**src/rtl/light_sequence_scheduler_pkg.sv**
```systemverilog
// Shared lamp-mode definitions: mode encoding, sweep length, request arbitration.
// Also imported by the downstream lamp FSM so both sides agree on mode_t.
package light_pkg;

   typedef enum logic [2:0] {
      MODE_IDLE   = 3'd0,
      MODE_LEFT   = 3'd1,
      MODE_RIGHT  = 3'd2,
      MODE_HAZARD = 3'd3,
      MODE_BRAKE  = 3'd4,
      MODE_ALARM  = 3'd5
   } mode_t;

   localparam int unsigned N_PHASES = 3;

   // Rank used for preemption: a request only interrupts a strictly lower rank.
   function automatic logic [2:0] mode_prio(input mode_t m);
      case (m)
         MODE_ALARM:  mode_prio = 3'd5;
         MODE_HAZARD: mode_prio = 3'd4;
         MODE_BRAKE:  mode_prio = 3'd3;
         MODE_LEFT:   mode_prio = 3'd2;
         MODE_RIGHT:  mode_prio = 3'd1;
         default:     mode_prio = 3'd0;
      endcase
   endfunction

   function automatic mode_t arbitrate(input logic left, input logic right,
                                       input logic brake, input logic alarm);
      if (alarm)               arbitrate = MODE_ALARM;
      else if (left && right)  arbitrate = MODE_HAZARD;
      else if (brake)          arbitrate = MODE_BRAKE;
      else if (left)           arbitrate = MODE_LEFT;
      else if (right)          arbitrate = MODE_RIGHT;
      else                     arbitrate = MODE_IDLE;
   endfunction

   function automatic logic is_sweep_mode(input mode_t m);
      case (m)
         MODE_LEFT, MODE_RIGHT, MODE_HAZARD, MODE_ALARM: is_sweep_mode = 1'b1;
         default:                                        is_sweep_mode = 1'b0;
      endcase
   endfunction

endpackage

```
**src/rtl/light_sequence_scheduler_if.sv**
```systemverilog
// Request/status bundle between the driver-request logic and the scheduler.
interface light_sequence_scheduler_if;
   import light_pkg::*;

   logic  left;
   logic  right;
   logic  brake;
   logic  alarm;
   mode_t mode;
   logic  step_en;
   logic  sweep_end;
   logic  busy;

   modport master (output left, right, brake, alarm,
                   input  mode, step_en, sweep_end, busy);
   modport slave  (input  left, right, brake, alarm,
                   output mode, step_en, sweep_end, busy);
endinterface

```
**src/rtl/light_sequence_scheduler_tick_prescaler.sv**
```systemverilog
// Free-running step prescaler: tick on the last count of each TICK_DIV window.
module tick_prescaler #(
   parameter int unsigned TICK_DIV = 4
) (
   input  logic clk_i,
   input  logic reset_i,
   input  logic run_i,
   input  logic clear_i,
   output logic tick_o
);
   localparam int unsigned   CW   = (TICK_DIV > 1) ? $clog2(TICK_DIV) : 1;
   localparam logic [CW-1:0] LAST = CW'(TICK_DIV - 1);

   logic [CW-1:0] cnt_q;
   logic [CW-1:0] cnt_d;

   // Next count: clear wins, otherwise wrap while running, park at zero when idle.
   always_comb begin
      cnt_d = cnt_q;
      if (clear_i) begin
         cnt_d = '0;
      end else if (run_i) begin
         if (cnt_q == LAST) cnt_d = '0;
         else               cnt_d = cnt_q + CW'(1);
      end else begin
         cnt_d = '0;
      end
   end

   // Count register.
   always_ff @(posedge clk_i) begin
      if (reset_i) cnt_q <= '0;
      else         cnt_q <= cnt_d;
   end

   assign tick_o = run_i && (cnt_q == LAST);
endmodule

```
**src/rtl/light_sequence_scheduler.sv**
```systemverilog
// Mode arbiter for the tail-light FSM: fixed-priority requests, minimum sweep
// durations, alarm latching and the step_en / sweep_end strobes.
module light_sequence_scheduler
   import light_pkg::*;
#(
   parameter int unsigned TICK_DIV    = 4,
   parameter int unsigned MIN_SWEEPS  = 1,
   parameter int unsigned ALARM_STEPS = 8
) (
   input logic                        clk_i,
   input logic                        reset_i,
   light_sequence_scheduler_if.slave  bus
);
   localparam int unsigned   PW         = $clog2(N_PHASES);
   localparam logic [PW-1:0] PHASE_LAST = PW'(N_PHASES - 1);
   localparam int unsigned   SW         = $clog2(MIN_SWEEPS + 1);
   localparam int unsigned   SWX        = SW + 1;
   localparam logic [SW-1:0] SWEEP_MAX  = SW'(MIN_SWEEPS);
   localparam int unsigned   AW         = (ALARM_STEPS > 1) ? $clog2(ALARM_STEPS) : 1;
   localparam logic [AW-1:0] ALARM_LAST = AW'(ALARM_STEPS - 1);

   mode_t         mode_q, mode_d;
   logic [PW-1:0] phase_q, phase_d;
   logic [SW-1:0] sweeps_q, sweeps_d;
   logic [AW-1:0] alarm_cnt_q, alarm_cnt_d;

   mode_t         req_s;
   logic          run_s, tick_s, sweep_end_s, preempt_s, mode_chg_s;
   logic          release_ok_s, alarm_done_s;
   logic [SW:0]   sweeps_inc_s;

   assign req_s        = arbitrate(bus.left, bus.right, bus.brake, bus.alarm);
   assign run_s        = is_sweep_mode(mode_q);
   assign preempt_s    = mode_prio(req_s) > mode_prio(mode_q);
   assign sweep_end_s  = tick_s && (phase_q == PHASE_LAST);
   // The sweep finishing now counts towards the minimum.
   assign sweeps_inc_s = {1'b0, sweeps_q} + SWX'(1);
   assign release_ok_s = sweep_end_s && (sweeps_inc_s >= SWX'(MIN_SWEEPS));
   assign alarm_done_s = (mode_q == MODE_ALARM) && tick_s && (alarm_cnt_q == ALARM_LAST);
   assign mode_chg_s   = (mode_d != mode_q);

   tick_prescaler #(.TICK_DIV(TICK_DIV)) u_prescaler (
      .clk_i   (clk_i),
      .reset_i (reset_i),
      .run_i   (run_s),
      .clear_i (mode_chg_s),
      .tick_o  (tick_s)
   );

   // State register.
   always_ff @(posedge clk_i) begin
      if (reset_i) begin
         mode_q      <= MODE_IDLE;
         phase_q     <= '0;
         sweeps_q    <= '0;
         alarm_cnt_q <= '0;
      end else begin
         mode_q      <= mode_d;
         phase_q     <= phase_d;
         sweeps_q    <= sweeps_d;
         alarm_cnt_q <= alarm_cnt_d;
      end
   end

   // Next mode and sweep bookkeeping; any mode change restarts every counter.
   always_comb begin
      mode_d = mode_q;
      case (mode_q)
         MODE_IDLE: mode_d = req_s;
         MODE_LEFT, MODE_RIGHT, MODE_HAZARD: begin
            if (preempt_s || release_ok_s) mode_d = req_s;
            else                            mode_d = mode_q;
         end
         MODE_BRAKE: begin
            if (preempt_s || !bus.brake) mode_d = req_s;
            else                         mode_d = mode_q;
         end
         MODE_ALARM: begin
            if (alarm_done_s) mode_d = req_s;
            else              mode_d = mode_q;
         end
         default: mode_d = MODE_IDLE;
      endcase

      phase_d     = phase_q;
      sweeps_d    = sweeps_q;
      alarm_cnt_d = alarm_cnt_q;
      if (mode_d != mode_q) begin
         phase_d     = '0;
         sweeps_d    = '0;
         alarm_cnt_d = '0;
      end else begin
         if (tick_s) phase_d = (phase_q == PHASE_LAST) ? '0 : phase_q + PW'(1);
         else        phase_d = phase_q;
         if (sweep_end_s && (sweeps_q != SWEEP_MAX)) sweeps_d = sweeps_q + SW'(1);
         else                                        sweeps_d = sweeps_q;
         // A still-held alarm re-enters with a fresh step budget.
         if (alarm_done_s)                          alarm_cnt_d = '0;
         else if (tick_s && mode_q == MODE_ALARM)   alarm_cnt_d = alarm_cnt_q + AW'(1);
         else                                       alarm_cnt_d = alarm_cnt_q;
      end
   end

   // Outputs decoded from registered state only.
   always_comb begin
      bus.mode      = mode_q;
      bus.step_en   = tick_s;
      bus.sweep_end = sweep_end_s;
      bus.busy      = (mode_q != MODE_IDLE);
   end
endmodule

```
**src/flat_wrapper.sv**
```systemverilog
// flat-port wrapper written by rule: the top's interface ports become plain ports
module light_sequence_scheduler_flat import light_pkg::*;
#(
   parameter int unsigned TICK_DIV    = 4,
   parameter int unsigned MIN_SWEEPS  = 1,
   parameter int unsigned ALARM_STEPS = 8
)
  (clk_i, reset_i, bus_left, bus_right, bus_brake, bus_alarm, bus_mode, bus_step_en, bus_sweep_end, bus_busy);
  light_sequence_scheduler_if bus_i ();
  input logic clk_i;
  input logic reset_i;
  input wire logic [$bits(bus_i.left)-1:0] bus_left;
  input wire logic [$bits(bus_i.right)-1:0] bus_right;
  input wire logic [$bits(bus_i.brake)-1:0] bus_brake;
  input wire logic [$bits(bus_i.alarm)-1:0] bus_alarm;
  output wire logic [$bits(bus_i.mode)-1:0] bus_mode;
  output wire logic [$bits(bus_i.step_en)-1:0] bus_step_en;
  output wire logic [$bits(bus_i.sweep_end)-1:0] bus_sweep_end;
  output wire logic [$bits(bus_i.busy)-1:0] bus_busy;
  assign bus_i.left = bus_left;
  assign bus_i.right = bus_right;
  assign bus_i.brake = bus_brake;
  assign bus_i.alarm = bus_alarm;
  assign bus_mode = bus_i.mode;
  assign bus_step_en = bus_i.step_en;
  assign bus_sweep_end = bus_i.sweep_end;
  assign bus_busy = bus_i.busy;
  light_sequence_scheduler #(.TICK_DIV(TICK_DIV), .MIN_SWEEPS(MIN_SWEEPS), .ALARM_STEPS(ALARM_STEPS)) u_core (.clk_i(clk_i), .reset_i(reset_i), .bus(bus_i));
endmodule
```
**config.mk**
```make
export PLATFORM = sky130hd
export DESIGN_NAME = light_sequence_scheduler_flat
export DESIGN_NICKNAME = d
export VERILOG_FILES = /design/src/rtl/light_sequence_scheduler_pkg.sv /design/src/rtl/light_sequence_scheduler_if.sv /design/src/rtl/light_sequence_scheduler_tick_prescaler.sv /design/src/rtl/light_sequence_scheduler.sv /design/src/flat_wrapper.sv
export SDC_FILE = /design/constraint.sdc
export NUM_CORES = 1
export LEC_CHECK = 0
export ABC_CLOCK_PERIOD_IN_PS = 6800
export CAP_MARGIN = 20
export CORE_UTILIZATION = 64
export DETAILED_ROUTE_END_ITERATION = 6
export DONT_BUFFER_PORTS = 1
export GPL_ROUTABILITY_DRIVEN = 0
export PLACE_DENSITY = 0.84
export SLEW_MARGIN = 20
export SYNTH_ARGS = -nofsm -noshare
export SYNTH_HDL_FRONTEND = slang
export SYNTH_SLANG_ARGS = --single-unit
```
**constraint.sdc**
```tcl
create_clock -name clk_i -period 6.8 [get_ports clk_i]
set_input_delay 0.68 -clock clk_i [delete_from_list [all_inputs] [get_ports clk_i]]
set_output_delay 0.68 -clock clk_i [all_outputs]
set_load 0.01 [all_outputs]
```
==> impl_results.md, run 1 <==
* Io pins at 12
* Area grow syn2layout at 1.71%
* Pin count of the biggest net entering global routing at 19
* Slew HR at 0.563
* Initial antenna violation count at 0
* Critical Path AT at 2.96 ns
* Vias per Instance at 6.40
* CP Data Required Time at 7.01 ns
* Syn_nets at 126
* Max clock buf depth at 2
* Initial core utilization at 0.741
* M2 GR Usage at 0.479
* Die Y at 39.0 microns
* Crit. End Element: flop
* Final setup viols at 0
* Final period util at 0.405
* Num rows at 12
* Yosys warnings at 0
* Startpoint types: flop
* Number of library cell types mapped by synthesis at 43
* Post-Route WL at 1800 microns
* Setup Fix Bufs, Post-CTS at 0
* Non-filler cells, final at 126
* Cts hold-fix bufs at 0
* Synthesis-stage register bit count at 10
* Fin Clk Skew at 0.00332 ns
* CTS tree: built
* Yosys top cell area share at 0.228
* Setup TNS at 0 ns
* Placed cell count at 123
* Vias in the first global route at 738
* Commonest non-fill, non-tap cells in the layout: nor2_1 (13), a21oi_1 (13), dfxtp_1 (10), nand2_1 (8)
* Antenna Nets Post-Route at 0
* Ant diodes at 0
* Met3 GRT Util at 0.116
* Pins over their slew limit at 0
* First-pass GRT wire length at 3110 microns
* RSZ-0062 raised after global routing: false
* Root Driver: clkbuf_4
* Grt peak-use layer: met2
* CP Max Fanout at 18
* Post-synth top area cell: dfxtp_1
* CTS Sinks at 10
* Worst skew pair latency at 0.27 ns
* Status: finished, final reports clean
* Chip Width at 39.0 microns
* Power per standard cell area at 258 nW/um^2
* Hold Violations, Final at 0
* Peak supply drop at 0.188 mV
* Crit Path Class: flop to flop
* Fin Hold WS at 0.433 ns
* I/O Buffers at 0
* Core area at 1190 sq um
* Drc violations at 0
* Fraction of layout cells with a size suffix above 1 at 0.107
* Tightest Pin Transition at 0.654 ns
* Max_cap viols at 0
* First drt pass iteration count at 4
* HPWL Detailed at 1380 microns
* Clock-pin slew on the worst setup and hold paths at 0.06 ns
* Tmin final at 2.75 ns
* Top post-synthesis cells by area: dfxtp_1 (23%), ha_1 (8.5%), a21oi_1 (7.4%)
* Total CTS buffers at 3
* Via count at 807
* Post-CTS Resized at 0
* Number of synthesized flops with an enable pin at 0
* Iteration-0 DRC Markers at 25
* Async set-reset flop share out of synthesis at 0
* Post-Syn Area per Cell at 7.70 sq um
* Post-Syn Area at 878 sq um
* Prevailing post-synth register cell: dfxtp_1
* Maximum clock rate at 363 MHz
* Routed length per instance at 14.3 microns
* Sequential area share after synthesis at 0.228
* Worst hold path class: flop to flop
* Die area at 1520 sq um
* Met1 Use GR at 0.377
* Gr usage total at 0.309
* H-tree depth at 1
* Overflow after GRT at 0
* Gate Count Post-Synth at 114
* NumNets Final at 126
* Leak at 0.000343 uW
==> kinds of logic after synthesis <==
logic type,synth area share
flip-flops,0.228
AO/OA/AOI/OAI,0.309
AND/OR/NAND/NOR,0.289
buffers and inverters,0.0613
XOR/XNOR,0.00997
adder cells (fa/ha/maj),0.0855
multiplexers,0.0171
==> critical path, cell delays in order, from the launching register on <==
cell and delay [ns]:
dfxtp_1 0.74, nor2b_1 0.36, o21ai_0 0.13, ha_1 0.33, o21ai_1 0.22, nor2_1 0.12, o311ai_0 0.40, o2111ai_2 0.25
nor2_1 0.15
==> state kept, by name, summed over array words and instances (netlist names) <==
signal                    count
u_core.bus.mode               3
u_core.u_prescaler.cnt_q      2
u_core.phase_q                2
u_core.alarm_cnt_q            3
==> per-stage QoR <==
step / utilization / total power, uW / instance area (sq um) / setup slack (ns)
after detailed placement: 0.734 / 190 / 871 / 3.99
after global placement: 0.734 / 188 / 871 / 4.00
final: 0.753 / 231 / 893 / 4.05
after floorplan: - / 173 / 878 / 4.33
after CTS: 0.753 / 230 / 893 / 4.05
after global routing: 0.753 / 250 / 893 / 3.79
==> final cells by class <==
type,instances,area [sq um]
Sequential cell,10,200
Clock buffer,3,22.5
Inverter,7,28.8
Multi-Input combinational cell,92,624
Fill cell,100,293
Tap cell,14,17.5
==> where the power goes <==
part,internal [uW],switching [uW]
sequential,63.7,19.8
combinational,44.3,63.0
clock,20.4,19.5
==> cells in the mapped netlist, types with 2 or more instances <==
master and number:
o21ai_0 4, a21oi_1 13, dfxtp_1 10, nor3_1 4, nor3b_1 3, nand2b_1 2
buf_2 2, nor2_1 13, inv_1 6, nor4_1 3, a21o_1 2, o211ai_1 3
ha_1 6, nand3_1 2, nor2b_1 3, nand2_1 8, or2b_1 2, o21a_1 3
==> layer usage <==
layer | vias up | part of all wire
li1 | 415 | -
met1 | 358 | 0.47
met2 | 28 | 0.45
met3 | 6 | 0.059
met4 | 0 | 0.018
met5 | - | 0
==> path summary, 6_finish.rpt <==
path / startpoint / endpoint / slack (ns) / cells after the start
setup reg to reg: u_core.bus.mode[2] / u_core.phase_q[0] / 4.05 / 8
hold reg to reg: u_core.u_prescaler.cnt_q[0] / u_core.u_prescaler.cnt_q[0] / 0.43 / 1
hold / removal: u_core.u_prescaler.cnt_q[0] / u_core.u_prescaler.cnt_q[0] / 0.43 / 1
setup / recovery: u_core.bus.mode[2] / u_core.phase_q[0] / 4.05 / 8
Power figures use the tool's default switching activity.
==> run 2: changes to the inputs <==
ABC_CLOCK_PERIOD_IN_PS = 2400   (was 6800)
CORE_UTILIZATION = 55   (was 64)
PLACE_DENSITY = 0.77   (was 0.84)
clock period = 2.4 ns   (was 6.8 ns; I/O delays follow)
==> impl_results.md, run 2 (synthesis results as in run 1) <==
* Status: finished, final reports clean
* Initial core utilization at 0.583 (-0.157)
* Root Driver: clkbuf_4
* NumNets Final at 132 (+4.8%)
* Ant diodes at 0 (unchanged)
* Max_cap viols at 0 (unchanged)
* Via count at 871 (+7.9%)
* Maximum clock rate at 445 MHz (+23%)
* Pins over their slew limit at 0 (unchanged)
* Vias in the first global route at 797 (+8.0%)
* Io pins at 12 (unchanged)
* Chip Width at 42.0 microns (+7.5%)
* Critical Path AT at 2.45 ns (-0.51 ns)
* Part of the power in the clock network at 0.205 (+0.032)
* Final period util at 0.935 (+0.531)
* Tmin final at 2.24 ns (-0.508 ns)
* Die Y at 42.0 microns (+7.5%)
* H-tree depth at 1 (unchanged)
* Hold Path End: u_core.bus.mode[0]
* Placed cell count at 131 (+6.5%)
* CP Max Fanout at 7 (-11)
* Fraction of layout cells with a size suffix above 1 at 0.185 (+0.0777)
* Max incr delay on CP at 0.41 ns (-0.33 ns)
* First-pass GRT wire length at 3280 microns (+5.3%)
* Initial antenna violation count at 0 (unchanged)
* Overflow after GRT at 0 (unchanged)
* Final setup viols at 0 (unchanged)
* Pin count of the biggest net entering global routing at 16 (-3)
* Post-route cell area at 970 sq um (+8.5%)
* First drt pass iteration count at 4 (unchanged)
* Commonest non-fill, non-tap cells in the layout: nor2_1 (13), a21oi_1 (13), dfxtp_1 (9), nand2_1 (8)
* Worst skew pair latency at 0.27 ns (about the same)
* Peak supply drop at 0.582 mV (+210%)
* RSZ-0062 raised after global routing: false
* Crit Path Class: flop to flop
* I/O Buffers at 0 (unchanged)
* Slowest CP cell: dfxtp_2
* Hold Violations, Final at 0 (unchanged)
* Gr usage total at 0.243 (-0.0661)
* Crit. End Element: flop
* Combinational Power Share at 0.528 (+0.063)
* Setup Fix Bufs, Post-CTS at 0 (unchanged)
* Num rows at 14 (+2)
* Switch share at 0.419 (-0.0242)
* Setup TNS at 0 ns (unchanged)
* Reg-to-Reg End: u_core.alarm_cnt_q[2]
* Leak at 0.000384 uW (+12%)
* HPWL Detailed at 1520 microns (+9.8%)
* Worst path cell trace: xor2_1, nand2b_1, ha_1, a211oi_2, nor2_1, buf_4, o211ai_1, o2111ai_2, nor2_1
* Drc violations at 0 (unchanged)
* Min-delay src: reset_i
* Reg2Reg Launch Point: u_core.bus.mode[0]
* Die area at 1760 sq um (+15%)
* Startpoint types: flop
* Antenna Nets Post-Route at 0 (unchanged)
* Core area at 1510 sq um (+27%)
* Hold path depth at 1 (unchanged)
* Cell Area, Placed at 918 sq um (+5.5%)
* Fin Hold WS at 0.0250 ns (-0.408 ns)
* Pint at 437 uW (+240%)
* Max clock buf depth at 2 (unchanged)
* Worst hold path class: input port to flop
* Non-filler cells, final at 135 (+7.1%)
* Most common cell on crit path: nor2_1
* Routed length per instance at 14.6 microns (+2.1%)
* Vias per Instance at 6.45 (+0.74%)
* CTS tree: built
* Post-Route WL at 1970 microns (+9.4%)
* Reg power frac at 0.267 (-0.095)
* Worst Reg2Reg Path Length in Cells at 9 (+1)
* Minimum setup slack among reg-to-reg paths at 0.16 ns (-3.89 ns)
* Area grow syn2layout at 10.4%
* Fin Clk Skew at 0.00205 ns (-0.00127 ns)
* Total CTS buffers at 3 (unchanged)
* Iteration-0 DRC Markers at 36 (+44%)
* CTS Sinks at 10 (unchanged)
* Tightest Pin Transition at 0.369 ns (-0.285 ns)
* Net Sw Power at 315 uW (+210%)
* Power per standard cell area at 776 nW/um^2 (+200%)
* CP Data Required Time at 2.61 ns (-4.40 ns)
* Slew HR at 0.751 (+0.187)
* Clock-pin slew on the worst setup and hold paths at 0.07 ns (about the same)
-- run 2: layout make-up --
| class | count | area (sq um) |
|---|---|---|
| Multi-Input combinational cell | 92 | 638 |
| Tap cell | 16 | 20.0 |
| Sequential cell | 10 | 201 |
| Fill cell | 138 | 537 |
| Timing Repair Buffer | 6 | 45.0 |
| Clock buffer | 4 | 36.3 |
| Inverter | 7 | 28.8 |
-- run 2: per-layer routing --
metal	part of all wire	vias to the layer above	global-route usage
li1	-	433	-
met1	0.46	399	0.304
met2	0.47	36	0.397
met3	0.063	3	0.0739
met4	0.0086	0	0.0774
met5	0	-	0
-- run 2: worst max-delay path by stage --
stage                                  start                    end  slack (ns)  cells past startpoint
final                     u_core.bus.mode[0]  u_core.alarm_cnt_q[2]        0.16                      9
after global routing      u_core.bus.mode[2]  u_core.alarm_cnt_q[2]       0.006                     10
after CTS                 u_core.bus.mode[2]  u_core.alarm_cnt_q[2]        0.17                      9
after detailed placement  u_core.bus.mode[0]  u_core.alarm_cnt_q[2]        0.20                      9
after global placement    u_core.bus.mode[0]  u_core.alarm_cnt_q[2]        0.25                      8
after floorplan           u_core.bus.mode[2]  u_core.alarm_cnt_q[0]        0.06                     10
-- run 2: critical path, delay by kind of cell (launching register included) --
kind                       cells  cell delay (ns)
DFF                            1             0.41
adders and majority gates      1             0.31
buffers and inverters          1             0.16
and+or+nand+nor                3             0.36
AOI/OAI and AO/OA              3             0.78
xor gates and xnor gates       1             0.15
-- run 2: power by group through the flow --
stage	registers (uW)	logic [uW]	clock network, uW
2_1_floorplan	200	293	0
3_3_place_gp	201	368	0
3_5_place_dp	202	372	0
4_1_cts	199	378	157
5_1_grt	203	439	165
6_report	201	398	154
-- run 2: stage by stage --
step                      worst slack [ns]  total power [uW]  utilization
after global placement               0.247               569        0.610
after floorplan                     0.0628               492            -
after detailed placement             0.201               574        0.610
after CTS                            0.172               733        0.634
final                                0.155               753        0.644
after global routing               0.00619               806        0.644
-- run 2: timing repair --
| action | 4_1_cts | 5_1_grt |
|---|---|---|
| endpoints found under the setup margin | 0 | 5 |
| resized for setup | 0 | 4 |
| hold buffers | 0 | 0 |
